## config.mk

```make
export PLATFORM = sky130hd
export DESIGN_NAME = dmem_store_buffer
export DESIGN_NICKNAME = d
export VERILOG_FILES = /design/src/rtl/dmem_store_buffer.sv
export SDC_FILE = /design/constraint.sdc
export NUM_CORES = 1
export LEC_CHECK = 0
export BUFFER_PORTS_ARGS = -buffer_cell sky130_fd_sc_hd__buf_2
export CORE_ASPECT_RATIO = 0.7
export CORE_MARGIN = 8
export CORE_UTILIZATION = 35
export DETAILED_ROUTE_END_ITERATION = 8
export HOLD_SLACK_MARGIN = 0.12
export PLACE_DENSITY = 0.64
export SYNTH_ARGS = -nofsm -noshare
export SYNTH_HDL_FRONTEND = slang
export SYNTH_SLANG_ARGS = --single-unit
```

## constraint.sdc

```tcl
create_clock -name clk -period 16 [get_ports clk]
set_input_delay 0.8 -clock clk [delete_from_list [all_inputs] [get_ports clk]]
set_output_delay 0.8 -clock clk [all_outputs]
set_load 0.02 [all_outputs]
```

## src/rtl/dmem_store_buffer.sv

```systemverilog
// dmem_store_buffer
//   Store buffer between memory-stage issue logic and dmem. Stores queue in a
//   DEPTH-entry FIFO and drain into dmem one per cycle whenever no load holds
//   the shared port. Loads are checked against every pending store: a load
//   fully covered by the youngest overlapping store is forwarded, a partial
//   overlap stalls the load. A flush handshake empties the buffer.
//
//   Build option: define SB_FORWARD_EN to enable store-to-load forwarding.
//   Without it ld_hit/ld_fwd_data are tied low and any overlap stalls.
//
// Ports
//   clk, rst                       clock, synchronous active-high reset
//   st_valid/st_ready              store handshake
//   st_addr/st_data/st_sel         store address, low-aligned data, size select
//   ld_valid/ld_addr/ld_sel        load occupying the dmem port this cycle
//   ld_func3                       load extension type
//   ld_hit/ld_fwd_data/ld_stall    load check results
//   we_dmem/r_dmem_addr/
//   w_dmem_data/dmem_word_sel      drain write port to dmem
//   mem_exc_en/mem_exc_code        dmem fault for the drained store
//   drain_exc/drain_exc_code/
//   drain_exc_val                  drain fault pulse and latched code/address
//   flush_req/flush_done           flush level request and completion pulse
//
// Flush FSM
//   state   | meaning
//   S_IDLE  | normal operation, stores accepted
//   S_FLUSH | stores refused, draining until empty
//   S_DONE  | flush_done high for one cycle

module dmem_store_buffer #(
    parameter int DEPTH = 4
) (
    input  logic        clk,
    input  logic        rst,
    input  logic        st_valid,
    output logic        st_ready,
    input  logic [63:0] st_addr,
    input  logic [63:0] st_data,
    input  logic [7:0]  st_sel,
    input  logic        ld_valid,
    input  logic [63:0] ld_addr,
    input  logic [7:0]  ld_sel,
    input  logic [2:0]  ld_func3,
    output logic        ld_hit,
    output logic [63:0] ld_fwd_data,
    output logic        ld_stall,
    output logic        we_dmem,
    output logic [63:0] r_dmem_addr,
    output logic [63:0] w_dmem_data,
    output logic [7:0]  dmem_word_sel,
    input  logic        mem_exc_en,
    input  logic [3:0]  mem_exc_code,
    output logic        drain_exc,
    output logic [3:0]  drain_exc_code,
    output logic [63:0] drain_exc_val,
    input  logic        flush_req,
    output logic        flush_done
);

    localparam int PTR_W = $clog2(DEPTH);
    localparam int CNT_W = PTR_W + 1;

    typedef enum logic [1:0] {S_IDLE, S_FLUSH, S_DONE} state_t;

    state_t             state;
    logic [PTR_W-1:0]   head;
    logic [PTR_W-1:0]   tail;
    logic [CNT_W-1:0]   count;
    logic [CNT_W-1:0]   count_next;

    logic [63:0]        ent_addr [DEPTH];
    logic [63:0]        ent_data [DEPTH];
    logic [7:0]         ent_sel  [DEPTH];
    logic [7:0]         ent_mask [DEPTH];

    logic               push;
    logic               pop;
    logic [7:0]         st_mask;
    logic [7:0]         ld_mask;
    logic [PTR_W-1:0]   idx;
    logic               found;

    assign st_mask = st_sel << st_addr[2:0];
    assign ld_mask = ld_sel << ld_addr[2:0];

    assign st_ready = (count < CNT_W'(DEPTH)) && (state != S_FLUSH);
    assign push     = st_valid && st_ready;

    // The load owns the dmem port; reset cycle must not write dmem either.
    assign we_dmem       = (count != '0) && !ld_valid && !rst;
    assign pop           = we_dmem;
    assign r_dmem_addr   = ent_addr[head];
    assign w_dmem_data   = ent_data[head];
    assign dmem_word_sel = ent_sel[head];

    always_comb begin
        count_next = count;
        if (push && !pop)
            count_next = count + 1'b1;
        else if (!push && pop)
            count_next = count - 1'b1;
    end

`ifdef SB_FORWARD_EN
    logic        cover;
    logic [63:0] fwd_raw;
    logic [63:0] fwd_ext;

    // Oldest to youngest; a later match overrides, so the youngest decides.
    always_comb begin
        found   = 1'b0;
        cover   = 1'b0;
        fwd_raw = '0;
        idx     = '0;
        for (int k = 0; k < DEPTH; k++) begin
            idx = head + PTR_W'(k);
            if ((CNT_W'(k) < count) &&
                (ent_addr[idx][63:3] == ld_addr[63:3]) &&
                ((ent_mask[idx] & ld_mask) != 8'h00)) begin
                found   = 1'b1;
                // sel encodings are ordered by size, so a numeric compare works
                cover   = (ent_addr[idx] == ld_addr) && (ent_sel[idx] >= ld_sel);
                fwd_raw = ent_data[idx];
            end
        end
    end

    always_comb begin
        case (ld_func3)
            3'b000:  fwd_ext = {{56{fwd_raw[7]}},  fwd_raw[7:0]};
            3'b001:  fwd_ext = {{48{fwd_raw[15]}}, fwd_raw[15:0]};
            3'b010:  fwd_ext = {{32{fwd_raw[31]}}, fwd_raw[31:0]};
            3'b100:  fwd_ext = {56'h0, fwd_raw[7:0]};
            3'b101:  fwd_ext = {48'h0, fwd_raw[15:0]};
            3'b110:  fwd_ext = {32'h0, fwd_raw[31:0]};
            default: fwd_ext = fwd_raw;
        endcase
    end

    assign ld_hit      = ld_valid && found && cover;
    assign ld_stall    = ld_valid && found && !cover;
    assign ld_fwd_data = ld_hit ? fwd_ext : 64'h0;
`else
    logic unused_func3;

    always_comb begin
        found = 1'b0;
        idx   = '0;
        for (int k = 0; k < DEPTH; k++) begin
            idx = head + PTR_W'(k);
            if ((CNT_W'(k) < count) &&
                (ent_addr[idx][63:3] == ld_addr[63:3]) &&
                ((ent_mask[idx] & ld_mask) != 8'h00))
                found = 1'b1;
        end
    end

    assign unused_func3 = ^ld_func3;
    assign ld_hit       = 1'b0;
    assign ld_fwd_data  = 64'h0;
    assign ld_stall     = ld_valid && found;
`endif

    always_ff @(posedge clk) begin
        if (rst) begin
            state          <= S_IDLE;
            head           <= '0;
            tail           <= '0;
            count          <= '0;
            drain_exc      <= 1'b0;
            drain_exc_code <= 4'h0;
            drain_exc_val  <= 64'h0;
            flush_done     <= 1'b0;
        end else begin
            if (push) begin
                ent_addr[tail] <= st_addr;
                ent_data[tail] <= st_data;
                ent_sel[tail]  <= st_sel;
                ent_mask[tail] <= st_mask;
                tail           <= tail + 1'b1;
            end
            if (pop)
                head <= head + 1'b1;
            count <= count_next;

            // A faulting drain still pops; the fault is reported afterwards.
            drain_exc <= pop && mem_exc_en;
            if (pop && mem_exc_en) begin
                drain_exc_code <= mem_exc_code;
                drain_exc_val  <= ent_addr[head];
            end

            flush_done <= 1'b0;
            case (state)
                S_IDLE: begin
                    if (flush_req)
                        state <= S_FLUSH;
                end
                S_FLUSH: begin
                    if (count_next == '0) begin
                        state      <= S_DONE;
                        flush_done <= 1'b1;
                    end
                end
                S_DONE:  state <= S_IDLE;
                default: state <= S_IDLE;
            endcase
        end
    end

endmodule

```

==> reports/qor.yml <==
synth:
  synth_warnings: 0
  synth_compound_area_share_pct: 4.94
  yosysSeqAreaShare_pct: 56.9
  synth-simple-area-share_pct: 5.46
  synth.top_cell.area_share_pct: 52.0
  synth_ff_type: "edfxtp_1"
  synth_cells: 2222
  async_flop_share_pct: 0
  avgSynthCellArea_sq_um: 15.0
  synth_edf_count: 576
  synth_commonest_cells: "576 x edfxtp_1, 234 x mux4_2, 160 x nand2_1"
  synth_fa_ha_area_share_pct: 0.331
  synth_top_family_by_area: "multiplexers"
  synth_mux_area_share_pct: 22.6
  ys_top_cells_by_area: "edfxtp_1 52%, mux4_2 16%, dfxtp_1 4.9%, mux2i_1 4.6%, xnor2_1 3.3%"
  synth_most_common_cell: "edfxtp_1"
  synth_top_cell_by_area: "edfxtp_1"
  synth.cell_area_sq_um: 33200
  ys_ff_latch: 657
  synth_xor_xnor_area_share_pct: 5.09
  ys_types: 68
power:
  total_power_mw: 5.60
  power_density_nw_per_um2: 146
  leakage_nw: 12.9
  peakVddDrop_uv: 69.6
floorplanning:
  ios: 495
  dieArea_sq_um: 105000
  die_x_microns: 384
  start_util_pct: 35.3
  die_h_microns: 274
  fp.coreArea_sq_um: 94100
  rows: 94
detailed_routing:
  drc_errors: 0
  drtIter0Drc: 2574
  route.final.wire_length_microns: 107000
  viasPerCell: 5.50
  antenna_left: 0
  vias: 21500
  first_pass_iters: 8
  wl_per_cell_microns: 27.4
placed_design:
  pre_cts_slack_ns: 9.62
  numPortBuffers: 426
  dp_hpwl_microns: 78500
  place_area_sq_um: 36100
  routabilityCongestion: 1.01
worst_setup_path:
  worstPathMaxFanout: 61
  worstSetupPathType: "reg -> out"
  critPathCaptureType: "output pin"
  worstPathArrival_ns: 6.35
  cp.required_ns: 15.20
  crit_path_start_kind: "register"
clock_tree:
  cts_resized: 0
  clockRootBuffer: "clkbuf_16"
  post_cts_buffers: 0
  cts_hold_buffers: 0
  cts_sinks: 657
  clk_path_buf_depth: 3
  cts.reportedPaths.clkPinSlew_ns: 0.06
  htreeDepth: 3
  cts_buffers: 70
  tritoncts: "built"
  worstSkewPairLatency_ns: 0.62
sta:
  finalSetupTns_ns: 0
  final-setup-viol-count: 0
  fin_ws_ns: 8.85
  drv_slew: 0
  slew-limit-headroom_pct: 24.6
  hold_viol_final: 0
  rsz0062_at_grt: "no"
  fmax_mhz: 140
  min_period_ns: 7.15
  fin_skew_ns: 0.0225
  finalCritPeriodShare_pct: 44.7
  tightestPinTransition_ns: 1.12
global_routing:
  gr-total-overflow: 0
  antenna_found_initial: 57
  grt_pass1_wl_microns: 151000
  track_usage_pct: 19.6
  grt_start_max_net_pins: 126
  grt_pass1_vias: 20500
finish:
  nFillCells: 8717
  final_area_sq_um: 38300
  multi_input_area_sq_um: 13000
  area_growth_pct: 15.3
  fin_nets: 2820
  regArea_sq_um: 18900
  drive_above_1_share_pct: 32.0
outcome:
  status: "completed"
min_path:
  hold_path.class: "in -> reg"
job:
  cap_violations: 0
[layout by cell type (no fill, tap or decap), types with 19 or more instances in the layout]
| master | Yosys | final |
|---|---|---|
| edfxtp_1 | 576 | 576 |
| buf_2 | 40 | 426 |
| mux4_2 | 234 | 234 |
| nand2_1 | 160 | 159 |
| mux2i_1 | 154 | 154 |
| xnor2_1 | 125 | 125 |
| a21oi_1 | 101 | 101 |
| nor2_1 | 98 | 98 |
| dfxtp_1 | 81 | 77 |
| clkbuf_16 | 0 | 70 |
| xor2_1 | 68 | 68 |
| conb_1 | 1 | 65 |
| inv_1 | 51 | 50 |
| mux2_2 | 44 | 44 |
| o21ai_0 | 38 | 38 |
| nand4_1 | 34 | 34 |
| nor4_1 | 25 | 25 |
| buf_4 | 79 | 24 |
| o22ai_1 | 20 | 20 |
| diode_2 | 0 | 19 |
[metrics by stage]
stage / hold WS [ns] / utilization, % / std cells
floorplan: 0.453 / - / 2286
global placement: 0.439 / 38.4 / 3767
detailed placement: 0.444 / 38.4 / 3767
CTS: 0.326 / 40.7 / 3895
global route: 0.339 / 40.7 / 3902
finish: 0.364 / 40.7 / 3914
[cells by family after synthesis]
kind of cell / Yosys count
AOI/OAI and AO/OA: 256
xor gates and xnor gates: 193
adders and majority gates: 9
buffers and inverters: 272
DFF: 657
muxes: 442
other: 1
and+or+nand+nor: 392
[final cells by class]
class                      instances  area share [%]
timing repair buffer             453            6.19
clock inverter                    41           0.918
inverter                          52           0.509
antenna                           19           0.124
sequential                       657            49.4
multi-input combinational       1357            34.0
tap                             1248            4.08
clock buffer                      87            4.76
[where the power goes]
| group | switching [mW] | internal, mW |
|---|---|---|
| Combinational | 1.19 | 0.762 |
| Clock | 0.692 | 0.869 |
| Sequential | 0.104 | 1.98 |
| Total | 1.98 | 3.61 |
[registers in the layout, indices dropped and copies added (netlist names), named ones only]
name	flops
flush_done	1
ent_mask	32
ent_addr	256
tail	2
drain_exc_code	4
drain_exc	1
head	2
ent_sel	32
count	3
ent_data	256
drain_exc_val	64
state	2
[routing by layer]
metal / wire, microns / global-route usage (%) / vias to the layer above
met2: 46400 / 28.2 / 1035
li1: - / - / 9352
met1: 43900 / 27.1 / 10900
met4: 2370 / 4.81 / 44
met3: 14200 / 8.83 / 190
met5: 289 / 0 / -
[worst max-delay path, stage by stage (launching register included)]
cell and delay [ns]:
dfxtp_4 0.80, buf_4 0.69, buf_4 0.87, mux4_2 0.65, xnor2_1 0.25, nand4_1 0.17
nor4_1 0.65, nand4_1 0.29, or4_1 0.46, nor4_1 0.33, or4_1 0.27, buf_2 0.20
[final timing paths]
check                    start                end  slack (ns)  cells past startpoint
max                    head[0]           ld_stall        8.85                     11
min            mem_exc_code[0]  drain_exc_code[0]        0.36                      3
max reg2reg           register   drain_exc_val[8]       11.82                      6
min reg2reg  drain_exc_val[27]  drain_exc_val[27]        0.45                      2
No activity file was read; power rests on OpenSTA's default activity.
